`config.mk`:
```
export PLATFORM = sky130hd
export DESIGN_NAME = dram_banked_rw_flat
export DESIGN_NICKNAME = d
export VERILOG_FILES = /design/src/rtl/dram_pkg.sv /design/src/rtl/dram_banked_rw_if.sv /design/src/rtl/dram_core.sv /design/src/rtl/dram_banked_rw.sv /design/src/flat_wrapper.sv
export SDC_FILE = /design/constraint.sdc
export NUM_CORES = 1
export LEC_CHECK = 0
export CORE_UTILIZATION = 30
export CTS_BUF_LIST = sky130_fd_sc_hd__clkbuf_8
export CTS_CLUSTER_DIAMETER = 50
export DETAILED_ROUTE_END_ITERATION = 6
export GPL_TIMING_DRIVEN = 0
export PLACE_DENSITY = 0.43
export SYNTH_ARGS = -nofsm -noshare
export SYNTH_HDL_FRONTEND = slang
export SYNTH_SLANG_ARGS = --single-unit
```
`constraint.sdc`:
```
create_clock -name clk -period 3.6 [get_ports clk]
set_clock_uncertainty 0.1 [all_clocks]
set_input_delay 0.36 -clock clk [delete_from_list [all_inputs] [get_ports clk]]
set_output_delay 0.36 -clock clk [all_outputs]
set_load 0.05 [all_outputs]
```
`src/rtl/dram_pkg.sv`:
```
// Shared FSM state type and read-latency limits for the dram_banked_rw block.
package dram_pkg;

    typedef enum logic {
        ST_IDLE  = 1'b0,
        ST_CLEAR = 1'b1
    } dram_state_e;

    localparam int RD_LAT_MIN = 1;
    localparam int RD_LAT_MAX = 2;

endpackage

```
`src/rtl/dram_banked_rw_if.sv`:
```
// Write/read/clear bus of dram_banked_rw; master drives requests, slave returns read data and busy.
interface dram_banked_rw_if #(
    parameter int RAM_WIDTH      = 32,
    parameter int RAM_ADDR_WIDTH = 4
);

    logic                      wen;
    logic [RAM_WIDTH/8-1:0]    wbe;
    logic [RAM_ADDR_WIDTH-1:0] waddr;
    logic [RAM_WIDTH-1:0]      din;
    logic                      ren;
    logic [RAM_ADDR_WIDTH-1:0] raddr;
    logic                      clear;
    logic [RAM_WIDTH-1:0]      dout;
    logic                      dout_valid;
    logic                      busy;

    modport master (
        output wen, wbe, waddr, din, ren, raddr, clear,
        input  dout, dout_valid, busy
    );

    modport slave (
        input  wen, wbe, waddr, din, ren, raddr, clear,
        output dout, dout_valid, busy
    );

endinterface

```
`src/rtl/dram_core.sv`:
```
// Byte-enabled simple dual-port storage array with a one-cycle registered, read-first read port.
module dram_core #(
    parameter int RAM_WIDTH      = 32,
    parameter int RAM_DEPTH      = 16,
    parameter int RAM_ADDR_WIDTH = 4
) (
    input  logic                      clk,
    input  logic                      rst_n,
    input  logic                      we,
    input  logic [RAM_WIDTH/8-1:0]    be,
    input  logic [RAM_ADDR_WIDTH-1:0] waddr,
    input  logic [RAM_WIDTH-1:0]      wdata,
    input  logic                      re,
    input  logic [RAM_ADDR_WIDTH-1:0] raddr,
    output logic [RAM_WIDTH-1:0]      rdata
);

    localparam int NBYTES = RAM_WIDTH / 8;

    logic [RAM_WIDTH-1:0] mem [RAM_DEPTH];
    logic [RAM_WIDTH-1:0] rdata_d, rdata_q;
    logic                 wr_ok;
    logic                 rd_ok;

    always_comb begin
        wr_ok = we && (32'(waddr) < 32'(RAM_DEPTH));
        rd_ok = 32'(raddr) < 32'(RAM_DEPTH);
    end

    // The array itself is never reset; only a clear sweep zeroes it.
    always_ff @(posedge clk) begin
        if (wr_ok) begin
            for (int i = 0; i < NBYTES; i++) begin
                if (be[i]) begin
                    mem[waddr][i*8 +: 8] <= wdata[i*8 +: 8];
                end
            end
        end
    end

    always_comb begin
        rdata_d = rdata_q;
        if (re) begin
            rdata_d = rd_ok ? mem[raddr] : '0;
        end
    end

    always_ff @(posedge clk or negedge rst_n) begin
        if (!rst_n) begin
            rdata_q <= '0;
        end else begin
            rdata_q <= rdata_d;
        end
    end

    assign rdata = rdata_q;

endmodule

```
`src/rtl/dram_banked_rw.sv`:
```
// Clearable byte-enabled RAM with 1- or 2-cycle read latency.
// Define DRAM_BYPASS_EN for write-first same-address reads; otherwise reads are read-first.
module dram_banked_rw
    import dram_pkg::*;
#(
    parameter int RAM_WIDTH      = 32,
    parameter int RAM_DEPTH      = 16,
    parameter int RAM_ADDR_WIDTH = 4,
    parameter int RD_LATENCY     = 1
) (
    input  logic             clk,
    input  logic             rst_n,
    dram_banked_rw_if.slave  bus
);

    localparam int NBYTES = RAM_WIDTH / 8;
    localparam logic [RAM_ADDR_WIDTH-1:0] LAST_ADDR = RAM_ADDR_WIDTH'(RAM_DEPTH - 1);

    if ((RD_LATENCY < RD_LAT_MIN) || (RD_LATENCY > RD_LAT_MAX)) begin : g_bad_latency
        $error("dram_banked_rw: RD_LATENCY must be 1 or 2");
    end

    dram_state_e               state_d, state_q;
    logic [RAM_ADDR_WIDTH-1:0] clr_cnt_d, clr_cnt_q;

    logic                      core_we;
    logic [NBYTES-1:0]         core_be;
    logic [RAM_ADDR_WIDTH-1:0] core_waddr;
    logic [RAM_WIDTH-1:0]      core_wdata;
    logic [RAM_WIDTH-1:0]      core_rdata;
    logic                      rd_acc;
    logic                      busy;
    logic [RAM_WIDTH-1:0]      rd_data1;
    logic                      vld1_d, vld1_q;

    always_ff @(posedge clk or negedge rst_n) begin
        if (!rst_n) begin
            state_q   <= ST_IDLE;
            clr_cnt_q <= '0;
            vld1_q    <= 1'b0;
        end else begin
            state_q   <= state_d;
            clr_cnt_q <= clr_cnt_d;
            vld1_q    <= vld1_d;
        end
    end

    always_comb begin
        state_d   = state_q;
        clr_cnt_d = clr_cnt_q;
        case (state_q)
            ST_IDLE: begin
                clr_cnt_d = '0;
                if (bus.clear) begin
                    state_d = ST_CLEAR;
                end
            end
            ST_CLEAR: begin
                clr_cnt_d = clr_cnt_q + RAM_ADDR_WIDTH'(1);
                if (clr_cnt_q == LAST_ADDR) begin
                    state_d   = ST_IDLE;
                    clr_cnt_d = '0;
                end
            end
            default: state_d = ST_IDLE;
        endcase
    end

    // While sweeping, the core write port belongs to the counter and user requests are dropped.
    always_comb begin
        busy       = 1'b0;
        core_we    = bus.wen;
        core_be    = bus.wbe;
        core_waddr = bus.waddr;
        core_wdata = bus.din;
        rd_acc     = bus.ren;
        if (state_q == ST_CLEAR) begin
            busy       = 1'b1;
            core_we    = 1'b1;
            core_be    = '1;
            core_waddr = clr_cnt_q;
            core_wdata = '0;
            rd_acc     = 1'b0;
        end
        vld1_d = rd_acc;
    end

    dram_core #(
        .RAM_WIDTH      (RAM_WIDTH),
        .RAM_DEPTH      (RAM_DEPTH),
        .RAM_ADDR_WIDTH (RAM_ADDR_WIDTH)
    ) u_core (
        .clk   (clk),
        .rst_n (rst_n),
        .we    (core_we),
        .be    (core_be),
        .waddr (core_waddr),
        .wdata (core_wdata),
        .re    (rd_acc),
        .raddr (bus.raddr),
        .rdata (core_rdata)
    );

`ifdef DRAM_BYPASS_EN
    logic                 byp_hit_d, byp_hit_q;
    logic [RAM_WIDTH-1:0] byp_data_d, byp_data_q;
    logic [NBYTES-1:0]    byp_be_d, byp_be_q;

    // Capture the colliding write alongside the read so the merge holds as long as dout does.
    always_comb begin
        byp_hit_d  = byp_hit_q;
        byp_data_d = byp_data_q;
        byp_be_d   = byp_be_q;
        if (rd_acc) begin
            byp_hit_d  = core_we && (core_waddr == bus.raddr) &&
                         (32'(core_waddr) < 32'(RAM_DEPTH));
            byp_data_d = core_wdata;
            byp_be_d   = core_be;
        end
        rd_data1 = core_rdata;
        if (byp_hit_q) begin
            for (int i = 0; i < NBYTES; i++) begin
                if (byp_be_q[i]) begin
                    rd_data1[i*8 +: 8] = byp_data_q[i*8 +: 8];
                end
            end
        end
    end

    always_ff @(posedge clk or negedge rst_n) begin
        if (!rst_n) begin
            byp_hit_q  <= 1'b0;
            byp_data_q <= '0;
            byp_be_q   <= '0;
        end else begin
            byp_hit_q  <= byp_hit_d;
            byp_data_q <= byp_data_d;
            byp_be_q   <= byp_be_d;
        end
    end
`else
    assign rd_data1 = core_rdata;
`endif

    if (RD_LATENCY == 2) begin : g_lat2
        logic [RAM_WIDTH-1:0] dout2_d, dout2_q;
        logic                 vld2_d, vld2_q;

        always_comb begin
            dout2_d = vld1_q ? rd_data1 : dout2_q;
            vld2_d  = vld1_q;
        end

        always_ff @(posedge clk or negedge rst_n) begin
            if (!rst_n) begin
                dout2_q <= '0;
                vld2_q  <= 1'b0;
            end else begin
                dout2_q <= dout2_d;
                vld2_q  <= vld2_d;
            end
        end

        assign bus.dout       = dout2_q;
        assign bus.dout_valid = vld2_q;
    end else begin : g_lat1
        assign bus.dout       = rd_data1;
        assign bus.dout_valid = vld1_q;
    end

    assign bus.busy = busy;

endmodule

```
`src/flat_wrapper.sv`:
```
// flat-port wrapper written by rule: the top's interface ports become plain ports
module dram_banked_rw_flat import dram_pkg::*;
#(
    parameter int RAM_WIDTH      = 32,
    parameter int RAM_DEPTH      = 16,
    parameter int RAM_ADDR_WIDTH = 4,
    parameter int RD_LATENCY     = 1
)
  (clk, rst_n, bus_wen, bus_wbe, bus_waddr, bus_din, bus_ren, bus_raddr, bus_clear, bus_dout, bus_dout_valid, bus_busy);
  dram_banked_rw_if #(.RAM_WIDTH(RAM_WIDTH), .RAM_ADDR_WIDTH(RAM_ADDR_WIDTH)) bus_i ();
  input  logic clk;
  input  logic rst_n;
  input wire logic [$bits(bus_i.wen)-1:0] bus_wen;
  input wire logic [$bits(bus_i.wbe)-1:0] bus_wbe;
  input wire logic [$bits(bus_i.waddr)-1:0] bus_waddr;
  input wire logic [$bits(bus_i.din)-1:0] bus_din;
  input wire logic [$bits(bus_i.ren)-1:0] bus_ren;
  input wire logic [$bits(bus_i.raddr)-1:0] bus_raddr;
  input wire logic [$bits(bus_i.clear)-1:0] bus_clear;
  output wire logic [$bits(bus_i.dout)-1:0] bus_dout;
  output wire logic [$bits(bus_i.dout_valid)-1:0] bus_dout_valid;
  output wire logic [$bits(bus_i.busy)-1:0] bus_busy;
  assign bus_i.wen = bus_wen;
  assign bus_i.wbe = bus_wbe;
  assign bus_i.waddr = bus_waddr;
  assign bus_i.din = bus_din;
  assign bus_i.ren = bus_ren;
  assign bus_i.raddr = bus_raddr;
  assign bus_i.clear = bus_clear;
  assign bus_dout = bus_i.dout;
  assign bus_dout_valid = bus_i.dout_valid;
  assign bus_busy = bus_i.busy;
  dram_banked_rw #(.RAM_WIDTH(RAM_WIDTH), .RAM_DEPTH(RAM_DEPTH), .RAM_ADDR_WIDTH(RAM_ADDR_WIDTH), .RD_LATENCY(RD_LATENCY)) u_core (.clk(clk), .rst_n(rst_n), .bus(bus_i));
endmodule
```
==> results of run 1 <==
-- cell usage in the layout (no fill, tap or decap), drive strengths merged, types with 3 or more instances in the layout --
| master | instances |
|---|---|
| a21oi | 14 |
| a22oi | 97 |
| and2 | 5 |
| buf | 63 |
| bufinv | 4 |
| clkbuf | 125 |
| clkdlybuf4s50 | 80 |
| clkinv | 18 |
| dfrtp | 38 |
| edfxtp | 512 |
| inv | 38 |
| mux2i | 256 |
| nand2 | 105 |
| nand2b | 4 |
| nand3 | 76 |
| nand4 | 22 |
| nor2 | 68 |
| nor2b | 36 |
| o21ai | 3 |
| o32ai | 3 |
-- registers in the layout, summed over array words and instances, names as in the netlist --
name	flops
u_core.clr_cnt_q	4
u_core.u_core.mem	512
u_core.bus.dout_valid	1
u_core.u_core.rdata	32
u_core.state_q	1
-- power by group through the flow --
stage	combinational [mW]	sequential (mW)	clock [mW]
6_report	3.68	9.06	5.54
5_1_grt	3.94	9.17	5.92
4_1_cts	3.74	9.07	5.67
3_5_place_dp	3.73	9.20	0
3_3_place_gp	3.69	9.16	0
2_1_floorplan	1.65	9.59	0
-- layout make-up --
cell class	instances	area share (%)
Clock buffer	110	5.884
Sequential cell	550	63.45
Multi-Input combinational cell	698	19.36
Timing Repair Buffer	83	3.249
Inverter	3	0.04377
Buffer	76	2.052
Antenna cell	1	0.009726
Clock inverter	58	1.332
Tap cell	950	4.620
-- how the worst min path moves through the flow --
stage	from	end	slack [ns]	depth (start not counted)
after floorplan	rst_n	u_core.bus.dout_valid	-0.04	0
after global placement	u_core.u_core.rdata[19]	u_core.u_core.rdata[19]	0.38	2
after detailed placement	rst_n	u_core.u_core.rdata[19]	0.30	1
after CTS	rst_n	u_core.u_core.rdata[8]	0.12	2
after global routing	rst_n	u_core.u_core.rdata[8]	0.16	2
final	rst_n	u_core.u_core.rdata[19]	0.17	2
-- logic make-up (layout without fill, tap and decap cells) --
| kind of cell | Yosys count | in the layout | share of synthesized area (%) |
|---|---|---|---|
| and+or+nand+nor | 318 | 318 | 6.714 |
| buffers and inverters | 79 | 330 | 2.469 |
| xor gates and xnor gates | 1 | 1 | 0.04011 |
| muxes | 256 | 256 | 11.73 |
| DFF | 550 | 550 | 74.74 |
| AOI/OAI and AO/OA | 122 | 122 | 4.245 |
| adders and majority gates | 1 | 1 | 0.05727 |
| other | 0 | 1 | 0 |
-- through the flow --
step                power (mW)  utilization, %
CTS                      18.48           35.86
global placement         12.85           33.24
global route             19.03           35.87
floorplan                11.24               -
finish                   18.27           35.87
detailed placement       12.93           33.26
-- what timing repair did --
action                    in CTS  in global routing
setup buffers                  0                  0
hold buffers                   1                  0
hold endpoints to repair      15                  0
-- cells in the mapped netlist (all sizes together) --
cell type	count	area share (%)
nor2b	36	1.0
nand3	76	1.7
xor2	1	0.040
ha	1	0.057
o22ai	1	0.057
inv	3	0.052
a41oi	1	0.040
nand4	22	0.63
dfrtp	38	4.4
a31oi	1	0.029
a21o	1	0.034
nand2b	4	0.11
nor3b	1	0.034
nor2	68	1.2
a22oi	97	3.3
a21oi	14	0.34
edfxtp	512	70
o32ai	3	0.27
nand2	105	1.8
and2	5	0.14
mux2i	256	12
o21ai	3	0.069
clkbuf	15	0.27
o2bb2ai	1	0.069
nand3b	1	0.034
buf	61	2.1
-- critical path: stages (launching register included) --
cell	delay, ns
dfrtp_1	0.39
clkbuf_1	0.74
nand3_1	0.15
o21ai_1	0.27
nand2_1	0.35
nor2_1	0.87
-- layer usage --
layer / part of all wire, % / up-vias
met5: 0 / -
met4: 1.8 / 0
met3: 5.1 / 72
met2: 47 / 352
met1: 46 / 6241
li1: - / 5487
==> metrics.txt, run 1 <==
status=finished clean; DIE HEIGHT=271.8 um; Max-Slew Margin vs Limit=13.73%; syn nets=1377; via density per instance=4.805; Multi-input gate area=4980 um2; post-route ant nets=0; clock sink count=550; I/O pin total=83; PortBufs=81; Max Cap Viol=0; fin area=25730 um2; r2r endpoint=u_core.u_core.mem[11][14]; Syn-to-layout area delta=17.79%; sequential cell area fraction in the yosys report=74.74%; Synth warnings=0; NetSw=5.649 mW; Synth Instances=1327; Avg WL per Cell=25.88 um; Worst Setup SP=u_core.state_q; Die ar.=73890 um2; post-place setup slack=0.3289 ns; setup violators final=0; H-tree depth=3; Tmin final=3.262 ns; final hold violations=0; Final GP Congestion=0.7785; Rows=98; final WL=65.44 mm; max-slew violation count=0; busiest metal layer after global routing=met2; Post-route DRC=0; starting density of the core=30.45%; Nets=1551; total negative setup slack=0 ns; initial antenna violation count=2; Max rail drop VDD=0.3041 mV; GR Overflow Total=0; CTS tree=yes; Cell Pwr Density=710.2 nW/um2; Cell Area, Placed=23860 um2; hpwl dp=44.78 mm; met2 GRT Util=28.75%; DP Cell Count=2359; Data arrival, critical path=3.44 ns; vias=12152; Die Wd=271.8 um; post_cts resized=0; proportion of power drawn by flip-flops and latches=49.6%; Fmax achieved=306.6 MHz; RSZ-0062 raised after global routing=no; crit path capture=u_core.u_core.mem[11][14]; Tcrit/Tclk final=90.61%; Critical Path RT=3.78 ns; Crit. End Element=flip-flop; R2R setup slack=0.34 ns; syn avg cell area=16.46 um2; setup ws final=0.3380 ns; Worst-path clk slew=0.06 ns; Pre-antenna DRT Iters=5; vias in the first global route=12534; share of layout cells above drive strength 1=12.74%; area of the core=71730 um2; met3 GRT Util=3.147%; Iter 0 DRT Violations=1187; total track usage=17.75%; Worst R2R Path Depth=5; reg2reg start=u_core.state_q; Synth cell types=36; Worst Hold Class=in -> async; static leakage power=9.456 nW; #FFs+latches synth=550; Gate power share=20.1%; register area=16330 um2; CP Launch Type=flip-flop; Non-Filler Instances=2529; clock power share=30.3%; Sw Ratio=30.92%; M1 GR Usage=24.40%; Max Root-Sink Buffers=3; Layout fillers=6854; CP max FO=10; clock latency on the worst-skew pair=0.67 ns; critical path type=reg -> reg; hold_ws=0.1679 ns; Clock Tree Root=clkbuf_8; CTS Buf Count=89; first-pass GRT wire length=91.85 mm; largest net degree at the start of global routing=24; P_int=12.62 mW; worst slew pin tran=1.291 ns; cell area after synthesis=21840 um2
Note: power is estimated with default switching activity, not from simulation.
==> run 2, diff against run 1 <==
--- a/config.mk
+++ b/config.mk
@@ -8,8 +8,10 @@
 export CORE_UTILIZATION = 30
 export CTS_BUF_LIST = sky130_fd_sc_hd__clkbuf_8
 export CTS_CLUSTER_DIAMETER = 50
+export CTS_CLUSTER_SIZE = 14
 export DETAILED_ROUTE_END_ITERATION = 6
 export GPL_TIMING_DRIVEN = 0
+export HOLD_SLACK_MARGIN = 0.1
 export PLACE_DENSITY = 0.43
 export SYNTH_ARGS = -nofsm -noshare
 export SYNTH_HDL_FRONTEND = slang
==> metrics.txt, run 2 (synthesis results as in run 1) <==
total negative setup slack=0 ns (unchanged); PortBufs=81 (unchanged); Syn-to-layout area delta=14.67%; critical path type=reg -> reg; status=finished clean; Fmax achieved=305.8 MHz (-0.25%); # Post-CTS Setup Buffers=0 (unchanged); clock power share=24.6% (-5.7 points); worst slew pin tran=1.307 ns (+0.01560 ns); initial antenna violation count=2 (unchanged); post-layout power=16.87 mW (-7.7%); Die Wd=271.8 um (unchanged); first-pass GRT wire length=91.43 mm (-0.46%); Cell Pwr Density=673.6 nW/um2 (-5.1%); area of the core=71730 um2 (unchanged); clock sink count=550 (unchanged); Layout fillers=6889 (+0.51%); share of layout cells above drive strength 1=10.13% (-2.6 points); P_int=11.45 mW (-9.3%); CTS tree=yes; Nets=1517 (-2.2%); Data arrival, critical path=3.45 ns (about the same); setup violators final=0 (unchanged); post-route ant nets=0 (unchanged); Max rail drop VDD=0.2285 mV (-25%); R2R setup slack=0.33 ns (about the same); H-tree depth=2 (-1); final hold violations=0 (unchanged); reg2reg start=u_core.state_q; Rows=98 (unchanged); Max Root-Sink Buffers=3 (unchanged); commonest non-fill, non-tap cells in the layout=edfxtp_1, mux2i_1, nand2_1, a22oi_1, clkdlybuf4s50_1; Worst Setup SP=u_core.state_q; register bank with the most flops=u_core.u_core.mem; Iter 0 DRT Violations=1064 (-10%); CTS Buf Count=53 (-40%); NetSw=5.422 mW (-4.0%); total track usage=17.56% (-0.19 points); max reg flops=512 (unchanged); Post-route DRC=0 (unchanged); Die ar.=73890 um2 (unchanged); Clock Tree Root=clkbuf_8; Gate power share=21.8% (+1.7 points); final WL=65.13 mm (-0.47%); crit path capture=u_core.u_core.mem[3][2]; r2r endpoint=u_core.u_core.mem[3][2]; CP Launch Type=flip-flop; Max-Slew Margin vs Limit=12.68% (-1.0 points); RSZ-0062 raised after global routing=no; DIE HEIGHT=271.8 um (unchanged); starting density of the core=30.45% (unchanged); via density per instance=4.853 (+1.0%); Avg WL per Cell=26.46 um (+2.2%); max-slew violation count=0 (unchanged); vias=11949 (-1.7%); Worst Hold Class=in -> reg; hpwl dp=44.78 mm (unchanged); Final GP Congestion=0.7785 (unchanged); Critical Path RT=3.78 ns (about the same); largest net degree at the start of global routing=24 (unchanged); GR Overflow Total=0 (unchanged); vias in the first global route=12245 (-2.3%); proportion of power drawn by flip-flops and latches=53.6% (+4.0 points); Sw Ratio=32.14% (+1.2 points); Worst-path clk slew=0.09 ns (+0.03 ns); Tcrit/Tclk final=90.84% (+0.23 points); I/O pin total=83 (unchanged); Tmin final=3.270 ns (+0.008181 ns); Crit. End Element=flip-flop; static leakage power=9.003 nW (-4.8%); Pre-antenna DRT Iters=5 (unchanged); most common cell after layout, fill and taps aside=edfxtp_1; CP max FO=10 (unchanged); Max Cap Viol=0 (unchanged); clock latency on the worst-skew pair=0.67 ns (about the same); Worst R2R Path Depth=5 (unchanged)
-- run 2: cell count changes in the layout (fill, tap and decap cells not counted), moves of 2 or more --
cell | before | now
clkbuf_8 | 110 | 58
clkinv_1 | 5 | 3
clkinv_2 | 13 | 5
clkinv_8 | 0 | 2
clkinvlp_4 | 1 | 6
dlygate4sd3_1 | 1 | 3
inv_1 | 36 | 18
inv_6 | 0 | 2
-- run 2: worst min path at each step --
| stage | endpoint | start | slack (ns) | depth (start not counted) |
|---|---|---|---|---|
| after floorplan | u_core.bus.dout_valid | rst_n | -0.04 | 0 |
| after global placement | u_core.u_core.rdata[19] | u_core.u_core.rdata[19] | 0.38 | 2 |
| after detailed placement | u_core.u_core.rdata[19] | rst_n | 0.30 | 1 |
| after CTS | u_core.state_q | bus_clear | 0.10 | 3 |
| after global routing | u_core.state_q | bus_clear | 0.18 | 3 |
| final | u_core.state_q | bus_clear | 0.18 | 3 |
-- run 2: per-layer routing --
layer | track usage, % | share of wire (%)
met2 | 28.65 | 47
met3 | 2.636 | 4.8
met1 | 24.70 | 47
met5 | 0 | 0
met4 | 3.829 | 1.7
-- run 2: area by class of cell --
type	count	area, um2	share of cell area [%]
inverter	3	11.26	0.04496
timing repair buffer	85	855.8	3.417
sequential	550	16330	65.18
antenna	1	2.502	0.009991
clock inverter	41	354.1	1.414
tap	950	1189	4.746
buffer	76	528.0	2.108
clock buffer	58	798.3	3.187
multi-input combinational	698	4982	19.89
-- run 2: power by group through the flow --
| stage | registers (mW) | logic [mW] | clock network [mW] |
|---|---|---|---|
| 2_1_floorplan | 9.59 | 1.65 | 0 |
| 3_3_place_gp | 9.16 | 3.69 | 0 |
| 3_5_place_dp | 9.20 | 3.73 | 0 |
| 4_1_cts | 9.05 | 3.74 | 4.28 |
| 5_1_grt | 9.15 | 3.95 | 4.49 |
| 6_report | 9.04 | 3.68 | 4.16 |
-- run 2: critical path, cell delays in order (launching register included) --
cell      delay (ns)
dfrtp_1         0.40
clkbuf_1        0.76
nand3_1         0.15
o21ai_1         0.26
nand2_1         0.34
nor2_1          0.88
-- run 2: timing repair --
item,4_1_cts,5_1_grt
resized for setup,0,0
hold endpoints to repair,38,0
hold buffers,3,0
-- run 2: through the flow --
step	hold slack, ns	area, um2	instances	worst slack [ns]	util [%]
2_1_floorplan	-0.03559	21840	1327	1.299	-
3_3_place_gp	0.3788	23840	2358	0.1576	33.24
3_5_place_dp	0.3035	23860	2359	0.3289	33.26
4_1_cts	0.1040	25040	2461	0.3019	34.91
5_1_grt	0.1750	25050	2462	0.09443	34.92
6_report	0.1801	25050	2462	0.3298	34.92
==> run 3, diff against run 2 <==
==> constraint.sdc (replaced) <==
create_clock -name clk -period 3.71 [get_ports clk]
set_clock_uncertainty 0.1 [all_clocks]
set_input_delay 0.371 -clock clk [delete_from_list [all_inputs] [get_ports clk]]
set_output_delay 0.371 -clock clk [all_outputs]
set_load 0.05 [all_outputs]
==> metrics.txt, run 3 (synthesis results as in run 1) <==
H-tree depth=2 (unchanged); CP top delay family=simple AND/OR/NAND/NOR gates; # Post-CTS Setup Buffers=0 (unchanged); Rows=98 (unchanged); max incr delay on CP=0.86 ns (-0.02 ns); max-slew violation count=0 (unchanged); CP Buf/Inv Count=1 (unchanged); GR Overflow Total=0 (unchanged); most common cell after layout, fill and taps aside=edfxtp_1; hpwl dp=44.78 mm (unchanged); post-route ant nets=0 (unchanged); DIE HEIGHT=271.8 um (unchanged); Max Root-Sink Buffers=3 (unchanged); final WL=65.01 mm (-0.18%); Tmin final=3.261 ns (-0.008796 ns); share of layout cells above drive strength 1=10.13% (about the same); starting density of the core=30.45% (unchanged); via density per instance=4.847 (-0.14%); total negative setup slack=0 ns (unchanged); final hold violations=0 (unchanged); Worst Hold Class=in -> async; CP Launch Type=flip-flop; setup violators final=0 (unchanged); I/O pin total=83 (unchanged); Post-route DRC=0 (unchanged); Pre-antenna DRT Iters=5 (unchanged); CTS tree=yes; post-place setup slack=0.4389 ns (+0.1100 ns); area of the core=71730 um2 (unchanged); first-pass GRT wire length=91.43 mm (unchanged); CTS Buf Count=53 (unchanged); largest net degree at the start of global routing=24 (unchanged); Die Wd=271.8 um (unchanged); Max-Slew Margin vs Limit=14.06% (+1.4 points); PortBufs=81 (unchanged); Avg WL per Cell=26.42 um (-0.14%); Worst-path clk slew=0.10 ns (about the same); Clock Tree Root=clkbuf_8; Iter 0 DRT Violations=1069 (+0.47%); Crit. End Element=flip-flop; Final GP Congestion=0.7785 (unchanged); Max rail drop VDD=0.2227 mV (-2.5%); max reg flops=512 (unchanged); RSZ-0062 raised after global routing=no; vias=11928 (-0.18%); register bank with the most flops=u_core.u_core.mem; clock latency on the worst-skew pair=0.67 ns (about the same); Layout fillers=6890 (+0.015%); Data arrival, critical path=3.45 ns (about the same); Max Cap Viol=0 (unchanged); Fmax achieved=306.6 MHz (+0.27%); crit-path cells=clkbuf_1 > nand3_1 > o21ai_1 > nand2_1 > nor2_1; critical path type=reg -> reg; clock sink count=550 (unchanged); commonest non-fill, non-tap cells in the layout=edfxtp_1, mux2i_1, nand2_1, a22oi_1, clkdlybuf4s50_1; Nets=1516 (-0.066%); Critical Path RT=3.90 ns (+0.12 ns); worst slew pin tran=1.286 ns (-0.02060 ns); CP max-delay cell=nor2_1; Cell Pwr Density=653.6 nW/um2 (-3.0%); initial antenna violation count=2 (unchanged); Tcrit/Tclk final=87.91% (-2.9 points); status=finished clean; static leakage power=8.998 nW (about the same); Die ar.=73890 um2 (unchanged); setup ws final=0.4486 ns (+0.1188 ns); Syn-to-layout area delta=14.62% (about the same); CP max FO=10 (unchanged); total track usage=17.56% (unchanged); vias in the first global route=12245 (unchanged)
[run 3: worst paths after layout]
path	from	endpoint	slack, ns	cells after the start
min in group clk	bus_clear	u_core.state_q	0.18	3
min reg2reg	u_core.u_core.rdata[18]	u_core.u_core.rdata[18]	0.38	2
max reg2reg	u_core.state_q	u_core.u_core.mem[11][13]	0.45	5
max	u_core.state_q	u_core.u_core.mem[11][13]	0.45	5
max in group asynchronous	rst_n	u_core.u_core.rdata[19]	2.45	3
min	rst_n	u_core.u_core.rdata[11]	0.15	2
[run 3: area by class of cell]
| class | count | area (um2) | area share, % |
|---|---|---|---|
| well taps | 950 | 1189 | 4.748 |
| inverters | 3 | 11.26 | 0.04498 |
| repair buffers | 84 | 845.8 | 3.378 |
| plain buffers | 76 | 528.0 | 2.109 |
| clock inverters | 41 | 354.1 | 1.414 |
| multi-input cells | 698 | 4982 | 19.90 |
| clock buffers | 58 | 798.3 | 3.188 |
| flip-flops and latches | 550 | 16330 | 65.21 |
| diodes | 1 | 2.502 | 0.009995 |
[run 3: power by group]
part	internal [mW]	total, mW	switching, mW
clock network	1.83	4.03	2.20
registers	8.38	8.77	0.387
logic	0.895	3.56	2.67
total	11.1	16.4	5.25
[run 3: routing by layer]
layer | GRT usage [%] | wire [um] | part of all wire (%)
met2 | 28.65 | 30500 | 47
met4 | 3.829 | 1081 | 1.7
met3 | 2.636 | 3023 | 4.6
met5 | 0 | 0 | 0
met1 | 24.70 | 30410 | 47
[run 3: repair_timing]
item                       in CTS  in global routing
hold buffers                    2                  0
setup endpoints to repair       0                  0
hold endpoints to repair       38                  0
resized for setup               0                  0
[run 3: stage by stage]
stage / power, mW / utilization, % / cell area, um2 / std cells / hold slack, ns
4_1_cts: 16.57 / 34.89 / 25030 / 2460 / 0.1097
2_1_floorplan: 10.90 / - / 21840 / 1327 / -0.02459
3_3_place_gp: 12.47 / 33.24 / 23840 / 2358 / 0.3788
6_report: 16.36 / 34.90 / 25040 / 2461 / 0.1512
5_1_grt: 17.06 / 34.90 / 25040 / 2461 / 0.1375
3_5_place_dp: 12.55 / 33.26 / 23860 / 2359 / 0.3145
